## config.mk

```make
export PLATFORM = sky130hd
export DESIGN_NAME = snapshot_readout_bank
export DESIGN_NICKNAME = d
export VERILOG_FILES = /design/src/rtl/snapshot_readout_bank.sv
export SDC_FILE = /design/constraint.sdc
export NUM_CORES = 1
export LEC_CHECK = 0
export ABC_AREA = 1
export ABC_CLOCK_PERIOD_IN_PS = 21400
export BUFFER_PORTS_ARGS = -buffer_cell sky130_fd_sc_hd__buf_4
export CAP_MARGIN = 20
export CORE_MARGIN = 10
export CORE_UTILIZATION = 45
export DETAILED_ROUTE_END_ITERATION = 7
export GPL_TIMING_DRIVEN = 0
export PLACE_DENSITY = 0.68
export SKIP_LAST_GASP = 1
export SYNTH_ARGS = -nofsm -noshare
export SYNTH_HDL_FRONTEND = slang
export SYNTH_SLANG_ARGS = --single-unit
```

## constraint.sdc

```tcl
create_clock -name clk -period 21.4 [get_ports clk]
set_clock_uncertainty 0.1 [all_clocks]
set_input_delay 4.28 -clock clk [delete_from_list [all_inputs] [get_ports clk]]
set_output_delay 4.28 -clock clk [all_outputs]
set_load 0.01 [all_outputs]
```

## src/rtl/snapshot_readout_bank.sv

```systemverilog
// N-channel sample snapshot bank: decimated atomic capture, hold/ack handshake,
// overrun accounting and a one-cycle-latency indexed read port.
module snapshot_readout_bank #(
    parameter  int unsigned N_CH   = 18,
    parameter  int unsigned DATA_W = 32,
    parameter  int unsigned CNT_W  = 32,
    parameter  int unsigned DEC_W  = 16,
    localparam int unsigned IDX_W  = $clog2(N_CH + 1)
) (
    input  logic                     clk,
    input  logic                     rst,
    input  logic [N_CH*DATA_W-1:0]   ch_data_i,
    input  logic                     sample_valid_i,
    input  logic                     enable_i,
    input  logic [DEC_W-1:0]         decim_i,
    input  logic                     frame_ack_i,
    output logic                     frame_ready_o,
    input  logic                     rd_req_i,
    input  logic [IDX_W-1:0]         rd_idx_i,
    output logic                     rd_valid_o,
    output logic [DATA_W-1:0]        rd_data_o,
    output logic [CNT_W-1:0]         frame_cnt_o,
    output logic [15:0]              overrun_cnt_o
);

    localparam int unsigned WIDE_W = (CNT_W > DATA_W) ? CNT_W : DATA_W;

    typedef enum logic {
        IDLE = 1'b0,
        HOLD = 1'b1
    } state_t;

    state_t            state;
    state_t            state_next;
    logic [DEC_W-1:0]  dcnt;
    logic [DATA_W-1:0] bank [N_CH];
    logic              cap_c;
    logic              load_c;
    logic              ovr_c;
    logic [WIDE_W-1:0] cnt_wide_c;
    logic [DATA_W-1:0] rd_word_c;

    // ">=" lets a runtime decrease of decim_i take effect on the very next strobe
    assign cap_c = sample_valid_i && enable_i && (dcnt >= decim_i);

    always_ff @(posedge clk) begin
        if (rst) begin
            dcnt <= '0;
        end else if (!enable_i) begin
            dcnt <= '0;
        end else if (sample_valid_i) begin
            dcnt <= cap_c ? '0 : dcnt + DEC_W'(1);
        end
    end

    always_ff @(posedge clk) begin
        if (rst) state <= IDLE;
        else     state <= state_next;
    end

    always_comb begin
        state_next = state;
        case (state)
            IDLE:    if (cap_c) state_next = HOLD;
            HOLD:    if (frame_ack_i && !cap_c) state_next = IDLE;
            default: state_next = IDLE;
        endcase
    end

    // A capture in HOLD only replaces the frame when the consumer acks in the same cycle
    always_comb begin
        load_c = 1'b0;
        ovr_c  = 1'b0;
        case (state)
            IDLE: load_c = cap_c;
            HOLD: begin
                load_c = cap_c && frame_ack_i;
                ovr_c  = cap_c && !frame_ack_i;
            end
            default: ;
        endcase
    end

    assign frame_ready_o = (state == HOLD);

    always_ff @(posedge clk) begin
        if (rst) begin
            for (int k = 0; k < int'(N_CH); k++) bank[k] <= '0;
            frame_cnt_o   <= '0;
            overrun_cnt_o <= '0;
        end else begin
            if (load_c) begin
                for (int k = 0; k < int'(N_CH); k++) bank[k] <= ch_data_i[k*DATA_W +: DATA_W];
                frame_cnt_o <= frame_cnt_o + CNT_W'(1);
            end
            if (ovr_c && (overrun_cnt_o != 16'hFFFF)) begin
                overrun_cnt_o <= overrun_cnt_o + 16'd1;
            end
        end
    end

    always_comb begin
        cnt_wide_c = WIDE_W'(frame_cnt_o);
        rd_word_c  = '0;
        if (rd_idx_i < IDX_W'(N_CH)) begin
            rd_word_c = bank[rd_idx_i];
        end else if (rd_idx_i == IDX_W'(N_CH)) begin
            rd_word_c = cnt_wide_c[DATA_W-1:0];
        end
    end

    // Read data samples the bank before any same-cycle capture lands
    always_ff @(posedge clk) begin
        if (rst) begin
            rd_valid_o <= 1'b0;
            rd_data_o  <= '0;
        end else begin
            rd_valid_o <= rd_req_i;
            if (rd_req_i) rd_data_o <= rd_word_c;
        end
    end

endmodule

```

==> key figures <==
Logic synthesis
  – Most instantiated library cell after synthesis: nor2_1
  – Synth Instances: 3618
  – Synth top area cells: edfxtp_1, nor2_1, inv_1
  – Top_reg_cell synth: edfxtp_1
  – Fraction of registers with async set/reset: 0%
  – EDFF count, synth: roughly 580
  – Synth cell count leaders: nor2_1, inv_1, edfxtp_1
  – Register area share after synthesis: 58.25%
  – Synth warn: 0
  – Top-area cell type share of the netlist area: 52.31%
  – Area leader, netlist: edfxtp_1
  – Mean post-synth cell area: 9.139 um^2
  – Syn nets: 4240
  – Yosys cell types: 40
  – Netlist Area Pre-Place: approximately 0.033 mm^2
  – Synth Register Bits: a little under 700

Timing
  – FMAX: approximately 130 MHz
  – Rel. slew slack: between 30% and 40%
  – RSZ-0062 raised after global routing: false
  – Setup_tns: 0 ns
  – Final hold violations: 0
  – Final critical-path required period: about 7.4 ns
  – Worst-Margin Slew: 0.9931 ns
  – Finish-stage setup viols: 0
  – Max-slew violations: 0
  – Final period utilization: 34.72%

Hold path
  – Hold WC Path Type: flop to flop

CTS
  – Worst-path clk slew: 0.05 ns
  – CTS buffer count: 75
  – Number of post-CTS setup repair buffers: 0
  – Hold_buf cts: 0
  – Root buffer cell: clkbuf_16
  – Post-cts resize count: 0
  – H-Tree Depth: 3
  – Clock latency at the later pin of the worst-skew pair: 0.64 ns
  – CTS Buffer Depth: 3
  – CTS Sinks: 674
  – TritonCTS clock tree: done

Finish
  – Final net count: about 5000
  – Filler cells: 6620
  – Synthesis-to-layout area growth: 27.03%
  – Area of the multi-input gates: a little under 0.01 mm^2
  – Non-Filler Instances: 5406
  – Share of cells above drive strength 1: between 20% and 30%
  – Sequential Area: 0.01926 mm^2

Setup path
  – Setup CP Type: input pin to flop
  – Top fanout value on the critical path: 65
  – Crit path required time: 21.61 ns
  – CP Capture Type: flop
  – Critical path arrival: about 7.6 ns
  – CP Launch Type: input pin

Die
  – IO Pins: 685
  – Starting Density: 45.32%
  – Die extent in y: around 290 um
  – Core area: 0.07296 mm^2
  – Row cnt: 99
  – Die area: 0.08472 mm^2
  – Die X: about 290 um

Drt
  – First-pass iteration count of the detailed router: 6
  – Final WL: approximately 150000 um
  – Post-route ant nets: 0
  – Detailed-route wire length per cell: 26.98 um
  – 1st-iter DRT viols: 3955
  – Via/cell ratio: 5.446
  – DRC violations left: 0
  – Via count: around 29000

Status
  – Status: finished clean

Global route
  – Vias in the first global route: 28270
  – Global-route wire length before repair: 200100 um
  – Most Crowded Layer GR: met2
  – Met2 GRT Util: 53.52%
  – GRT Total Usage: 32.91%
  – Largest net degree at the start of global routing: 69
  – Initial antenna violation count: 14
  – GRT Residual Overflow: 0
  – M1 GR Usage: between 30% and 40%
  – GR Util met3: 9.202%

Placement
  – Final HPWL DP: 114000 um
  – Port bufs: 680
  – Gpl congestion: 0.9407
  – DP Cell Count: 5266

Power and ir drop
  – VDD IR-drop max: approximately 55 uV
  – P per Cell Area: between 70 and 80 mW/mm^2
  – Pleak: 19.11 nW

Job
  – Max-Cap Viols: 0
-- critical path: stages --
cell,delay [ns]
buf_4,0.08
inv_1,0.04
ha_1,0.29
nand2_1,0.07
nor2_1,0.10
nor2_1,0.04
nand2_1,0.12
nand2_1,0.06
nand2_1,0.10
nand2_1,0.13
a21oi_4,0.25
nand2_4,0.16
nand2_4,0.43
buf_16,0.34
buf_16,0.31
buf_16,0.34
buf_16,0.31
-- registers in the layout (all words and copies together), names as in the netlist --
name           count
overrun_cnt_o     16
rd_data_o         32
bank             576
frame_cnt_o       32
frame_ready_o      1
rd_valid_o         1
dcnt              16
-- layer usage --
layer / up-vias / wire [um] / part of all wire, %
li1: 13160 / - / -
met1: 14050 / 52350 / 36
met2: 1883 / 68910 / 47
met3: 330 / 16410 / 11
met4: 12 / 8090 / 5.5
met5: - / 72 / 0.049
-- cells in the final DEF (no fill, tap or decap), types with 10 or more instances in the layout --
master     instances
xnor2_1           12
xor2_1            36
clkinv_2          16
edfxtp_1         576
inv_1            697
dfxtp_1           98
buf_4            681
clkbuf_16         75
o21ai_0          238
a21oi_1          100
nor3_1            24
o2111ai_1         41
buf_8             10
clkbuf_1         115
nand2_1          388
mux2i_1           22
buf_2             37
nor2_4            10
o221ai_1          22
nand3_1           96
nor2_1           787
nand4_1           27
o211ai_1          61
o22ai_1           21
a221oi_1          10
nor2_2           103
ha_1              19
buf_6             46
clkinv_1          13
-- power by group --
part	total [mW]	switching (mW)	leakage [nW]	internal, mW
Clock	1.27	0.559	1.16	0.716
Combinational	0.326	0.203	11.2	0.123
Sequential	1.48	0.0157	6.74	1.46
-- layout make-up --
cell class                 instances  share of cell area [%]
buffer                           200                   2.997
tap                              959                   2.857
multi-input combinational       2039                   23.58
timing repair buffer             689                   12.74
inverter                         705                   6.306
clock buffer                      98                   4.778
antenna                            5                 0.02979
clock inverter                    37                  0.8520
sequential                       674                   45.85
-- logic make-up (layout without fill, tap and decap cells) --
logic type                 Yosys count  count (layout)  synth area share [%]
xor gates and xnor gates            48              48                 1.271
muxes                               22              22                0.6660
adders and majority gates           19              19                0.7190
buffers and inverters              905            1729                 11.82
AOI/OAI and AO/OA                  508             508                 9.150
and+or+nand+nor                   1442            1442                 18.13
DFF                                674             674                 58.25
other                                0               5                     0
-- per-stage QoR --
stage	instance area (um^2)	util (%)	setup WS [ns]	hold slack, ns	power (mW)
finish	42000	57.57	13.97	0.3730	3.079
global route	42000	57.57	13.79	0.3979	3.147
CTS	41990	57.55	14.04	0.3740	3.068
detailed placement	39620	54.31	13.36	0.3648	1.822
global placement	39370	53.96	-3.402	0.3612	1.861
floorplan	33060	-	2.616	0.3836	1.651
-- final timing paths --
path | from | end | slack (ns) | cells after the start
max | decim_i[3] | bank[4][1]$_SDFFCE_PN0P_ | 13.97 | 17
min | rd_data_o[28]$_SDFFE_PP0P_ | rd_data_o[28]$_SDFFE_PP0P_ | 0.37 | 2
max reg2reg | dcnt[0]$_SDFFE_PP0P_ | bank[4][1]$_SDFFCE_PN0P_ | 17.31 | 16
min reg2reg | rd_data_o[28]$_SDFFE_PP0P_ | rd_data_o[28]$_SDFFE_PP0P_ | 0.37 | 2
(Power assumes the default switching activity.)
